$ cat src/rtl/rx_block_assembler.sv
// rx_block_assembler: collects UART bytes into a 128-bit TEA key ('K' + 16
// bytes) or a 64-bit data block ('D' + 8 bytes) and hands the block to the
// TEA core with a valid/ready handshake.
// Optional build macro RX_TIMEOUT_EN: abandons a KEY/DATA frame after
// TIMEOUT_CYCLES cycles without a byte and reports it on err.
module rx_block_assembler #(
   parameter int TIMEOUT_CYCLES = 1024
) (
   input  logic         clk,
   input  logic         rst,
   input  logic         rx_valid,
   input  logic [7:0]   rx_byte,
   output logic [127:0] key,
   output logic         key_valid,
   output logic [63:0]  blk_data,
   output logic         blk_valid,
   input  logic         blk_ready,
   output logic         err,
   output logic         busy
);

   typedef enum logic [1:0] {IDLE, KEY, DATA, HOLD} state_t;

   localparam logic [7:0] CMD_KEY  = 8'h4B;
   localparam logic [7:0] CMD_DATA = 8'h44;

   state_t         state_q, state_d;
   logic [3:0]     cnt_q, cnt_d;
   logic [127:0]   shadow_q, shadow_d;
   logic [127:0]   key_q, key_d;
   logic           key_valid_q, key_valid_d;
   logic [63:0]    blk_data_q, blk_data_d;
   logic           blk_valid_q, blk_valid_d;
   logic           err_q, err_d;

`ifdef RX_TIMEOUT_EN
   localparam int TW = $clog2(TIMEOUT_CYCLES + 1);
   logic [TW-1:0]  idle_cnt_q, idle_cnt_d;
`endif

   // Next-state and next-output computation for the whole assembler
   always_comb begin
      state_d     = state_q;
      cnt_d       = cnt_q;
      shadow_d    = shadow_q;
      key_d       = key_q;
      key_valid_d = key_valid_q;
      blk_data_d  = blk_data_q;
      blk_valid_d = blk_valid_q;
      err_d       = 1'b0;
      case (state_q)
         IDLE: begin
            cnt_d = 4'd0;
            if (rx_valid) begin
               if (rx_byte == CMD_KEY) begin
                  state_d = KEY;
               end else if (rx_byte == CMD_DATA && key_valid_q) begin
                  state_d = DATA;
               end else begin
                  err_d = 1'b1;
               end
            end
         end
         KEY: begin
            if (rx_valid) begin
               shadow_d = {shadow_q[119:0], rx_byte};
               cnt_d    = cnt_q + 4'd1;
               if (cnt_q == 4'd15) begin
                  // key is only ever written here, so a partial frame never leaks out
                  key_d       = {shadow_q[119:0], rx_byte};
                  key_valid_d = 1'b1;
                  state_d     = IDLE;
                  cnt_d       = 4'd0;
               end
            end
         end
         DATA: begin
            if (rx_valid) begin
               blk_data_d = {blk_data_q[55:0], rx_byte};
               cnt_d      = cnt_q + 4'd1;
               if (cnt_q == 4'd7) begin
                  state_d     = HOLD;
                  blk_valid_d = 1'b1;
                  cnt_d       = 4'd0;
               end
            end
         end
         HOLD: begin
            // bytes arriving while a block is pending are dropped and flagged
            if (rx_valid) begin
               err_d = 1'b1;
            end
            if (blk_ready) begin
               blk_valid_d = 1'b0;
               state_d     = IDLE;
            end
         end
         default: begin
            state_d = IDLE;
         end
      endcase

`ifdef RX_TIMEOUT_EN
      // idle counter runs only inside a frame and restarts on each byte
      idle_cnt_d = '0;
      if ((state_q == KEY || state_q == DATA) && !rx_valid) begin
         if (idle_cnt_q == TW'(TIMEOUT_CYCLES - 1)) begin
            state_d = IDLE;
            cnt_d   = 4'd0;
            err_d   = 1'b1;
         end else begin
            idle_cnt_d = idle_cnt_q + 1'b1;
         end
      end
`endif
   end

   // State and registered outputs, cleared asynchronously by rst
   always_ff @(posedge clk or posedge rst) begin
      if (rst) begin
         state_q     <= IDLE;
         cnt_q       <= 4'd0;
         shadow_q    <= '0;
         key_q       <= '0;
         key_valid_q <= 1'b0;
         blk_data_q  <= '0;
         blk_valid_q <= 1'b0;
         err_q       <= 1'b0;
`ifdef RX_TIMEOUT_EN
         idle_cnt_q  <= '0;
`endif
      end else begin
         state_q     <= state_d;
         cnt_q       <= cnt_d;
         shadow_q    <= shadow_d;
         key_q       <= key_d;
         key_valid_q <= key_valid_d;
         blk_data_q  <= blk_data_d;
         blk_valid_q <= blk_valid_d;
         err_q       <= err_d;
`ifdef RX_TIMEOUT_EN
         idle_cnt_q  <= idle_cnt_d;
`endif
      end
   end

   assign key       = key_q;
   assign key_valid = key_valid_q;
   assign blk_data  = blk_data_q;
   assign blk_valid = blk_valid_q;
   assign err       = err_q;
   assign busy      = (state_q != IDLE);

endmodule

$ cat config.mk
export PLATFORM = sky130hd
export DESIGN_NAME = rx_block_assembler
export DESIGN_NICKNAME = d
export VERILOG_FILES = /design/src/rtl/rx_block_assembler.sv
export SDC_FILE = /design/constraint.sdc
export NUM_CORES = 1
export LEC_CHECK = 0
export CAP_MARGIN = 20
export CORE_AREA = 2 2 163 165
export CTS_CLUSTER_DIAMETER = 100
export DETAILED_ROUTE_END_ITERATION = 8
export DIE_AREA = 0 0 165 167
export PLACE_DENSITY = 0.81
export SLEW_MARGIN = 20
export SYNTH_ARGS = -nofsm -noshare
export SYNTH_HDL_FRONTEND = slang
export SYNTH_SLANG_ARGS = --single-unit
$ cat constraint.sdc
create_clock -name clk -period 10.8 [get_ports clk]
set_input_delay 2.16 -clock clk [delete_from_list [all_inputs] [get_ports clk]]
set_output_delay 2.16 -clock clk [all_outputs]
set_load 0.01 [all_outputs]
==> flow_summary.ini <==
[placement]
dpl-instance-area_um2 = 14530
dp.final_hpwl_um = 15450
port-buffer-count = 207
final_weighted_congestion_of_routability_driven_global_placement = 0.7502

[route]
wire_per_inst_um = 18.15
detail_route.wirelength_um = 23540
drt-pass1-iter-count = 4
dr_total_vias = 6585
initialDrtViolationCount = 357
final_antenna_net_count = 0
vias_per_cell = 5.077
drt_drc_violations_left = 0

[clocking]
path_clk_slew_ns = 0.06
cts_root_buffer = sky130_fd_sc_hd__clkbuf_16
cts-root-to-sink-buffers = 3
hold_buffer_count_at_cts = 0
clkLatencyLatePin_ns = 0.54
tritoncts_clock_tree = yes
postCtsSetupRepairBufs = 0
cts_max_level = 1
numCtsBuffers = 31
clock_sinks = 321
post_cts_repair_resize_count = 0

[setup_path]
category_of_the_most_critical_setup_path = primary input to flip-flop
worst_path_arrival_ns = 5.10
critPathMaxFanout = 49
setup.worst_path.start_class = primary input
worstPathRequired_ns = 11.21
worst_setup_path_end_kind = flip-flop

[cells_and_area]
multiInputGateArea_um2 = 3908
final.fill_count = 1928
num-nets-final = 956
final_design_area_no_fill_um2 = 15560
num_antenna_cells = 0
layout-area-overhead-vs-synth_pct = 26.98
final_layout_size_suffix_gt1_share_pct = 28.38
layout_commonest_cell = sky130_fd_sc_hd__dfrtp_1
sequential_cell_area_um2 = 8033
layout.cells.most_common_list = 321 x sky130_fd_sc_hd__dfrtp_1, 207 x sky130_fd_sc_hd__clkdlybuf4s50_1, 204 x sky130_fd_sc_hd__mux2_2

[sta]
tns_ns = 0
max_slew_margin_pct = 36.00
timing_worst_slew_pin_value_ns = 0.9600
clock-skew-final_ns = 0.008446
max_clock_freq_mhz = 213.4
share_of_the_clock_period_used_by_the_worst_path_after_layout_pct = 43.38
setup_repair_after_global_routing_missed_its_margin = no
final_setup_fails = 0
timing_max_transition_violations_final = 0
final_hold_viol_count = 0
final.min_clock_period_ns = 4.685

[floorplanning]
design.die.area_um2 = 27560
floorplan.die.height_um = 167
start_util_pct = 47.57
core_um2 = 25760
row_count = 59
top_level_ports = 208
fp.dieW_um = 165

[logic_synthesis]
synth.net_count = 742
postSynth.topFlopCell = sky130_fd_sc_hd__dfrtp_1
asyncSetResetFlopFracSynth_pct = 100.0
yosysSeqAreaShare_pct = 65.54
ys_warn_count = 0
synth-edff-count = 0
synth-seq-cells = 321
synth_area_per_cell_um2 = 16.93
synth_instances = 724
synth.lib_cells_used.distinct = 36
mappedNetlistArea_um2 = 12260

[global_route]
gr-total-overflow = 0
grt_util_all_layers_pct = 17.53
via_count_of_the_first_global_routing_pass = 7077
grt_start_max_net_pins = 177
grt_pass1_wl_um = 38650
grt_antenna_before_repair = 0

[run]
cap_viol_max_count = 0

[worst_hold_path]
timing.hold.worst.class = flip-flop to flip-flop

[status]
status = finished, final reports clean

[pwr]
vdd.ir_drop.worst_uv = 195.7
cellLeakagePower_nw = 7.517
power_density_nw_per_um2 = 232.0
## registers in the layout (all words and copies together), names as in the netlist
signal	flops
blk_data	64
blk_valid	1
cnt_q	4
err	1
key	128
key_valid	1
shadow_q	120
state_q	2
## metal layers
| metal | track usage, % | vias up | part of all wire (%) |
|---|---|---|---|
| li1 | - | 3012 | - |
| met1 | 23.43 | 3376 | 43 |
| met2 | 28.82 | 159 | 49 |
| met3 | 4.533 | 38 | 6.2 |
| met4 | 4.121 | 0 | 1.8 |
| met5 | 0 | - | 0 |
## power by group
group / internal (mW) / switching, mW / total [mW]
Clock: 0.640 / 0.441 / 1.08
Combinational: 0.509 / 0.323 / 0.832
Sequential: 1.49 / 0.211 / 1.70
## path summary, 6_finish.rpt
kind                                 start       end  slack (ns)  depth (start not counted)
worst max-delay path              rx_valid   key[50]        6.11                          6
worst min-delay path               key[80]   key[80]        0.49                          1
worst max register to register  state_q[1]   key[50]        7.61                          7
worst min register to register     key[80]   key[80]        0.49                          1
max in group asynchronous              rst  cnt_q[2]        7.01                          4
min in group asynchronous              rst  key[121]        2.22                          3
## cell usage after synthesis (2+ instances only)
cell                      instances  area, um^2
sky130_fd_sc_hd__a21oi_1          2       10.01
sky130_fd_sc_hd__buf_2           19       95.09
sky130_fd_sc_hd__buf_8           10       150.1
sky130_fd_sc_hd__nor3_1           2       10.01
sky130_fd_sc_hd__mux2_1         109        1227
sky130_fd_sc_hd__nand3_1          2       10.01
sky130_fd_sc_hd__nand2_1          8       30.03
sky130_fd_sc_hd__and4b_1          2       20.02
sky130_fd_sc_hd__inv_1            5       18.77
sky130_fd_sc_hd__ha_1             6       75.07
sky130_fd_sc_hd__a21o_1           2       15.01
sky130_fd_sc_hd__nor3_2           2       20.02
sky130_fd_sc_hd__buf_6            3       33.78
sky130_fd_sc_hd__nor2_1           4       15.01
sky130_fd_sc_hd__a22o_1           2       17.52
sky130_fd_sc_hd__dfrtp_1        321        8033
sky130_fd_sc_hd__nor4b_1          2       17.52
sky130_fd_sc_hd__o21ai_0          2       10.01
sky130_fd_sc_hd__mux2_2         204        2297
## through the flow
stage               total power, mW  setup WS (ns)  std cells  utilization (%)  hold WS, ns
floorplan                     2.148          4.359        724                -       0.4585
global placement              2.520          5.547       1240            56.38       0.4643
detailed placement            2.559          5.517       1240            56.38       0.4748
CTS                           3.658          6.074       1297            60.41       0.4899
global route                  3.800          5.901       1297            60.41       0.5035
finish                        3.610          6.115       1297            60.41       0.4854
## area by class of cell
cell class              count  area share (%)
well taps                 335           2.693
clock buffers              43           5.660
clock inverters            14          0.9969
repair buffers            215           13.78
inverters                   5          0.1447
flip-flops and latches    321           51.62
multi-input cells         364           25.11
## cell families (layout without fill, tap and decap cells)
| kind of cell | Yosys count | count (layout) | share of synthesized area, % |
|---|---|---|---|
| buf+inv | 39 | 277 | 2.654 |
| flops | 321 | 321 | 65.54 |
| fa+ha+maj | 6 | 6 | 0.6125 |
| compound gates | 13 | 13 | 0.7657 |
| simple gates | 31 | 31 | 1.583 |
| mux | 314 | 314 | 28.84 |
## critical path, cell delays in order
cell	delay (ns)
sky130_fd_sc_hd__clkdlybuf4s50_1	0.65
sky130_fd_sc_hd__nand2_4	0.42
sky130_fd_sc_hd__nor2_4	0.23
sky130_fd_sc_hd__buf_4	0.53
sky130_fd_sc_hd__buf_4	0.65
sky130_fd_sc_hd__mux2_1	0.41
(Power assumes the default switching activity.)
